`src/rtl/ham_dist_ctrl_if.sv`:
```
// Operand/result handshake bundle for ham_dist_ctrl: producer side (A, B, mode)
// and consumer side (weight) with their valid/ready pairs, plus abort and status.
`timescale 1ns/1ps
interface ham_dist_ctrl_if #(
  parameter int N = 8,
  parameter int W = $clog2(N + 1)
);
  logic         in_valid;
  logic         in_ready;
  logic         mode;
  logic [N-1:0] A;
  logic [N-1:0] B;
  logic         clear;
  logic         out_valid;
  logic         out_ready;
  logic [W-1:0] weight;
  logic         busy;

  modport master (
    output in_valid, mode, A, B, clear, out_ready,
    input  in_ready, out_valid, weight, busy
  );

  modport slave (
    input  in_valid, mode, A, B, clear, out_ready,
    output in_ready, out_valid, weight, busy
  );
endinterface

```
`src/rtl/ham_dist_ctrl.sv`:
```
// Multi-cycle Hamming weight / distance engine: a BPC-bit popcount slice is
// reused every COUNT cycle while the operand shifts right through it.
`timescale 1ns/1ps
module ham_dist_ctrl #(
  parameter int N          = 8,
  parameter int BPC        = 2,
  parameter int EARLY_EXIT = 1
) (
  input logic            clk,
  input logic            rst,
  ham_dist_ctrl_if.slave bus
);
  localparam int W      = $clog2(N + 1);
  localparam int SLICES = N / BPC;
  localparam int CW     = (SLICES > 1) ? $clog2(SLICES) : 1;

  generate
    if ((N < 2) || (BPC < 1) || ((N % BPC) != 0)) begin : g_bad_params
      $error("ham_dist_ctrl: N must be >= 2 and a multiple of BPC");
    end
  endgenerate

  typedef enum logic [1:0] {IDLE, COUNT, DONE} state_t;

  state_t         state_q, state_d;
  logic [N-1:0]   shreg_q, shreg_d;
  logic [W-1:0]   acc_q, acc_d;
  logic [W-1:0]   weight_q, weight_d;
  logic [CW-1:0]  cnt_q, cnt_d;

  logic [W-1:0]   acc_sum;
  logic [N-1:0]   shreg_nxt;
  logic           last_slice;

  function automatic logic [W-1:0] popcount_slice(input logic [BPC-1:0] s);
    logic [W-1:0] c;
    c = '0;
    for (int i = 0; i < BPC; i++) begin
      c = c + W'(s[i]);
    end
    return c;
  endfunction

  // The slice just counted is the last one either by position or, with early
  // exit, because nothing set remains above it.
  always_comb begin
    acc_sum    = acc_q + popcount_slice(shreg_q[BPC-1:0]);
    shreg_nxt  = shreg_q >> BPC;
    last_slice = (cnt_q == CW'(SLICES - 1)) ||
                 ((EARLY_EXIT != 0) && (shreg_nxt == '0));
  end

  always_comb begin
    state_d  = state_q;
    shreg_d  = shreg_q;
    acc_d    = acc_q;
    cnt_d    = cnt_q;
    weight_d = weight_q;
    unique case (state_q)
      IDLE: begin
        if (!bus.clear && bus.in_valid) begin
          shreg_d = bus.mode ? (bus.A ^ bus.B) : bus.A;
          acc_d   = '0;
          cnt_d   = '0;
          state_d = COUNT;
        end
      end
      COUNT: begin
        if (bus.clear) begin
          state_d = IDLE;
        end else begin
          acc_d   = acc_sum;
          shreg_d = shreg_nxt;
          cnt_d   = cnt_q + CW'(1);
          if (last_slice) begin
            weight_d = acc_sum;
            state_d  = DONE;
          end
        end
      end
      DONE: begin
        if (bus.clear || bus.out_ready) begin
          state_d = IDLE;
        end
      end
      default: state_d = IDLE;
    endcase
  end

  always_ff @(posedge clk or posedge rst) begin
    if (rst) begin
      state_q  <= IDLE;
      shreg_q  <= '0;
      acc_q    <= '0;
      cnt_q    <= '0;
      weight_q <= '0;
    end else begin
      state_q  <= state_d;
      shreg_q  <= shreg_d;
      acc_q    <= acc_d;
      cnt_q    <= cnt_d;
      weight_q <= weight_d;
    end
  end

  assign bus.in_ready  = (state_q == IDLE);
  assign bus.out_valid = (state_q == DONE);
  assign bus.busy      = (state_q != IDLE);
  assign bus.weight    = weight_q;
endmodule
```
`src/flat_wrapper.sv`:
```
// flat-port wrapper written by rule: the top's interface ports become plain ports
module ham_dist_ctrl_flat 
#(
  parameter int N          = 8,
  parameter int BPC        = 2,
  parameter int EARLY_EXIT = 1
)
  (clk, rst, bus_in_valid, bus_mode, bus_A, bus_B, bus_clear, bus_out_ready, bus_in_ready, bus_out_valid, bus_weight, bus_busy);
  ham_dist_ctrl_if #(.N(N)) bus_i ();
  input logic clk;
  input logic rst;
  input wire logic [$bits(bus_i.in_valid)-1:0] bus_in_valid;
  input wire logic [$bits(bus_i.mode)-1:0] bus_mode;
  input wire logic [$bits(bus_i.A)-1:0] bus_A;
  input wire logic [$bits(bus_i.B)-1:0] bus_B;
  input wire logic [$bits(bus_i.clear)-1:0] bus_clear;
  input wire logic [$bits(bus_i.out_ready)-1:0] bus_out_ready;
  output wire logic [$bits(bus_i.in_ready)-1:0] bus_in_ready;
  output wire logic [$bits(bus_i.out_valid)-1:0] bus_out_valid;
  output wire logic [$bits(bus_i.weight)-1:0] bus_weight;
  output wire logic [$bits(bus_i.busy)-1:0] bus_busy;
  assign bus_i.in_valid = bus_in_valid;
  assign bus_i.mode = bus_mode;
  assign bus_i.A = bus_A;
  assign bus_i.B = bus_B;
  assign bus_i.clear = bus_clear;
  assign bus_i.out_ready = bus_out_ready;
  assign bus_in_ready = bus_i.in_ready;
  assign bus_out_valid = bus_i.out_valid;
  assign bus_weight = bus_i.weight;
  assign bus_busy = bus_i.busy;
  ham_dist_ctrl #(.N(N), .BPC(BPC), .EARLY_EXIT(EARLY_EXIT)) u_core (.clk(clk), .rst(rst), .bus(bus_i));
endmodule
```
`config.mk`:
```
export PLATFORM = sky130hd
export DESIGN_NAME = ham_dist_ctrl_flat
export DESIGN_NICKNAME = d
export VERILOG_FILES = /design/src/rtl/ham_dist_ctrl_if.sv /design/src/rtl/ham_dist_ctrl.sv /design/src/flat_wrapper.sv
export SDC_FILE = /design/constraint.sdc
export NUM_CORES = 1
export LEC_CHECK = 0
export ABC_AREA = 1
export BUFFER_PORTS_ARGS = -buffer_cell sky130_fd_sc_hd__buf_2
export CORE_MARGIN = 4
export CORE_UTILIZATION = 52
export DETAILED_ROUTE_END_ITERATION = 16
export PLACE_DENSITY_LB_ADDON = 0.08
export SYNTH_ARGS = -nofsm -noshare
export SYNTH_HDL_FRONTEND = slang
export SYNTH_SLANG_ARGS = --single-unit
```
`constraint.sdc`:
```
create_clock -name clk -period 1.9 [get_ports clk]
set_input_delay 0.19 -clock clk [delete_from_list [all_inputs] [get_ports clk]]
set_output_delay 0.19 -clock clk [all_outputs]
set_load 0.02 [all_outputs]
```
---- After elaboration in Yosys (flattened, before gate mapping) ----
Index checks and enable logic that the tools add are counted.
operators by class
  $add $sub $neg .......................... 3
  equality and inequality tests ........... 7
  multiplexer cells ....................... 15
  bitwise operators ....................... 2
  reductions and logical operators ........ 11
operators by type and width
  cell                   number
  $mux W8                3
  $pmux W8 S2            1
  $mux W2                6
  $reduce_and A3 Y1      3
  $logic_not A8 Y1       1
  $mux W4                2
  $pmux W4 S2            1
  $xor A8 B8 Y8          1
  $pmux W2 S3            1
  $add A4 B4 Y4          1
  $eq A2 B2 Y1 const B   2
  $ne A2 B1 Y1 const B   2
  $pmux W2 S2            1
  $reduce_bool A2 Y1     2
  $ne A3 B2 Y1 const B   1
  $add A1 B1 Y2          1
  $add A2 B1 Y2 const B  1
  $eq A2 B1 Y1 const B   1
  $logic_not A2 Y1       1
  $logic_or A1 B1 Y1     2
  $ne A2 B2 Y1 const B   1
  $logic_and A1 B1 Y1    1
  $logic_not A1 Y1       1
  $not A1 Y1             1
storage, ports and cells
  register bits ........................... 20
  bits of input ports ..................... 22
  output and inout port bits .............. 7
  logic and storage cells ................. 43

---- Longest topological paths before layout ----
  word-level depth ........................ 5
  mapped depth ............................ 8
  gate-level depth less buffers ........... 8

---- Least setup slack after synthesis ----
OpenSTA, ideal clock, no wires.
  kind .................................... reg-to-reg
  start point ............................. reg u_core.shreg_q[0]
  end point ............................... reg u_core.weight_q[2] (netlist: u_core.bus.weight[2])
  data arrival time ....................... 1.503 ns
  setup slack ............................. 0.280 ns
  cell stages (with the launch flop) ...... 7
  clock period less this slack ............ 1.620 ns
  cell sequence ........................... dfrtp_1 > ha_1 > ha_1 > fa_1 > xor2_1 > nand3_1 > nand2_1
between the ends
  cells in the longest elaborated chain, start to end .. 2
ends and longest elaborated chain
  element                   RTL line              text
  start: declaration        ham_dist_ctrl.sv:26   logic [N-1:0] shreg_q, shreg_d;
  start signal: assignment  ham_dist_ctrl.sv:99   shreg_q <= shreg_d;
  $add A1 B1 Y2             ham_dist_ctrl.sv:39   c = c + W'(s[i]);
  $add A4 B4 Y4             ham_dist_ctrl.sv:47   acc_sum = acc_q + popcount_slice(shreg_q[BPC-1:0]);
  end signal: assignment    ham_dist_ctrl.sv:102  weight_q <= weight_d;
  end: declaration          ham_dist_ctrl.sv:28   logic [W-1:0] weight_q, weight_d;
Every way passes these cells.
A chain may end at the register's enable or synchronous reset.

---- Worst setup path after layout ----
Same ends and word-level chain as after synthesis.

==> flow_summary.toml <==
[sta]
setup_viol = 0
period_needed_ns = 1.702
hold_viol = 10
maxSlewViolCount = 0
tightest_slew_ns = 0.7327
finalClockSkew_ns = 0.002013
max_slew_margin_pct = 51.10
final.setup.tns_ns = 0
fmax_ghz = 0.5877
min_period_over_period_pct = 89.56
whs_ns = -0.005487
rsz0062_at_grt = "no"

[die]
num_rows = 17
die_h_um = 56.16
die-width_um = 56.16
ios = 29
start_util_pct = 54.52
core-area_mm2 = 0.002212
dieArea_mm2 = 0.003154

[setup_path]
reg2reg_setup_slack_ns = 0.20
arrival_ns = 1.95
rr_startpoint = "u_core.shreg_q[0]"
critPathRequiredTime_ns = 2.14
r2r-end = "u_core.bus.weight[2]"
startpoint = "u_core.shreg_q[0]"
startpoint_type = "register"
crit_fanout = 3
cp-end-kind = "register"
timing.setup.critical_path_class = "register to register"
r2r_cells = 6

[drt]
wirelength_um = 2348
drc = 0
dr.pass1.iters = 4
dr.first_iter.drc_count = 19
vias_per_cell = 4.991
drt-wirelength-per-cell_um = 10.82
ant_nets = 0
vias = 1083

[power]
p_comb_share_pct = 43.1
p_total_mw = 1.660
power_leakage_nw = 0.8044
p_seq_share_pct = 42.2
power_frac_clock_pct = 14.7
ir_worst_vdd_mv = 0.5675
netSwitchingFraction_pct = 41.10
netSwitchingPower_uw = 682.3
p_per_area_mw_per_mm2 = 1196
p_int_uw = 977.9

[layout]
fin_nets = 217
drive_gt1_share_pct = 25.40
final_common_cell = "nand2_1"
regArea_um2 = 500.5
mostFrequentLayoutCells = "57 x nand2_1, 28 x buf_2, 20 x nand3_1, 20 x dfrtp_1, 17 x inv_1"
area_delta_synth_final_pct = 15.04
multi_input_area_um2 = 593.1
diodes = 0
nFillCells = 220

[cts]
cts_setup_buffers = 0
cts_buffer_depth = 2
h-tree-depth = 1
clkSlewWorstSetupHoldPaths_ns = 0.11
root_buffer = "clkbuf_4"
cts_tree = "done"
cts_hold_buf = 0
clk_latency_ns = 0.29
cts_buffers = 3
clkSinkCount = 20
ctsResizeCount = 0

[grt]
grt_max_degree = 21
grt_pass1_wl_um = 4043
track_usage_pct = 16.05
grt_pass1_vias = 974
grt_overflow = 0
antenna_found_initial = 0

[synthesis]
yosys_warnings = 0
syn_inst = 161
avgSynthCellArea_um2 = 7.492
seq_area_frac_synth_pct = 41.49
synthesis.area_mm2 = 0.001206
ys_ff_latch = 20
synth_cell_types = 23
synthesis.nets = 188

[place]
hpwl_um = 1868
port_buffers = 28
place_congestion = 0.7445

[outcome]
violations = "negative hold slack"
status = "complete, but fails checks"

[worst_hold_path]
hold_class = "input port to async pin"

[flow_run]
cap_violations = 0
[sequential cells by signal, summed over array words and instances, names as in the netlist]
signal,count
u_core.bus.weight,4
u_core.shreg_q,8
u_core.acc_q,4
u_core.state_q,2
u_core.cnt_q,2
[metrics by stage]
step                area (um^2)  util, %  worst slack [ns]  hold slack [ns]  std cells
finish                     1388    62.73            0.1983        -0.005487        217
global route               1388    62.73           0.07741          0.05611        217
CTS                        1388    62.73            0.1825          0.01250        217
detailed placement         1351    61.09            0.2018           0.3505        213
global placement           1351    61.09            0.2465           0.3466        213
floorplan                  1206        -            0.2798           0.1538        161
[metal layers]
layer	wire [um]	part of all wire, %	GRT usage (%)	up-vias
li1	-	-	-	560
met1	1066	45	19.19	500
met2	1159	49	28.38	21
met3	95	4.0	2.088	2
met4	27	1.1	7.119	0
met5	0	0	0	-
[synthesized netlist by cell type, drive strengths merged]
cell type   n  area (um^2)
o21ai      11        66.31
nand3      21        110.1
xor2        1        8.760
inv        20        75.07
buf         4        32.53
dfrtp      20        500.5
nor2        7        36.29
a21o        2        15.01
fa          1        20.02
nand2      59        231.5
clkbuf      1        5.000
a21oi       6        30.03
ha          4        50.05
or2         4        25.02
[cell families after synthesis]
group / after synthesis / share of synthesized area (%)
and+or+nand+nor: 91 / 33.40
buffers and inverters: 25 / 9.335
DFF: 20 / 41.49
AOI/OAI and AO/OA: 19 / 9.232
adders and majority gates: 5 / 5.809
xor gates and xnor gates: 1 / 0.7263
[power by group through the flow]
stage / registers [mW] / logic (mW) / clock network [mW]
2_1_floorplan: 0.719 / 0.514 / 0
3_3_place_gp: 0.703 / 0.692 / 0
3_5_place_dp: 0.713 / 0.724 / 0
4_1_cts: 0.703 / 0.726 / 0.255
5_1_grt: 0.721 / 0.821 / 0.273
6_report: 0.701 / 0.715 / 0.244
[worst max path at each step]
| stage | end | slack (ns) | cells after the start |
|---|---|---|---|
| finish | u_core.bus.weight[2] | 0.20 | 6 |
| global route | u_core.bus.weight[2] | 0.08 | 6 |
| CTS | u_core.bus.weight[2] | 0.18 | 6 |
| detailed placement | u_core.bus.weight[2] | 0.20 | 6 |
| global placement | u_core.bus.weight[2] | 0.25 | 6 |
| floorplan | u_core.bus.weight[2] | 0.28 | 6 |
[critical path, cell delays in order (launching register included)]
cell	delay [ns]
dfrtp_1	0.40
ha_1	0.30
ha_1	0.22
fa_1	0.39
xor2_1	0.18
nand3_1	0.09
nand2_1	0.07
[cell type report]
class,count,area share [%]
tap,28,2.525
multi-input combinational,116,42.74
clock buffer,4,2.615
inverter,20,5.410
sequential,20,36.07
timing repair buffer,29,10.64
(Power assumes the default switching activity.)
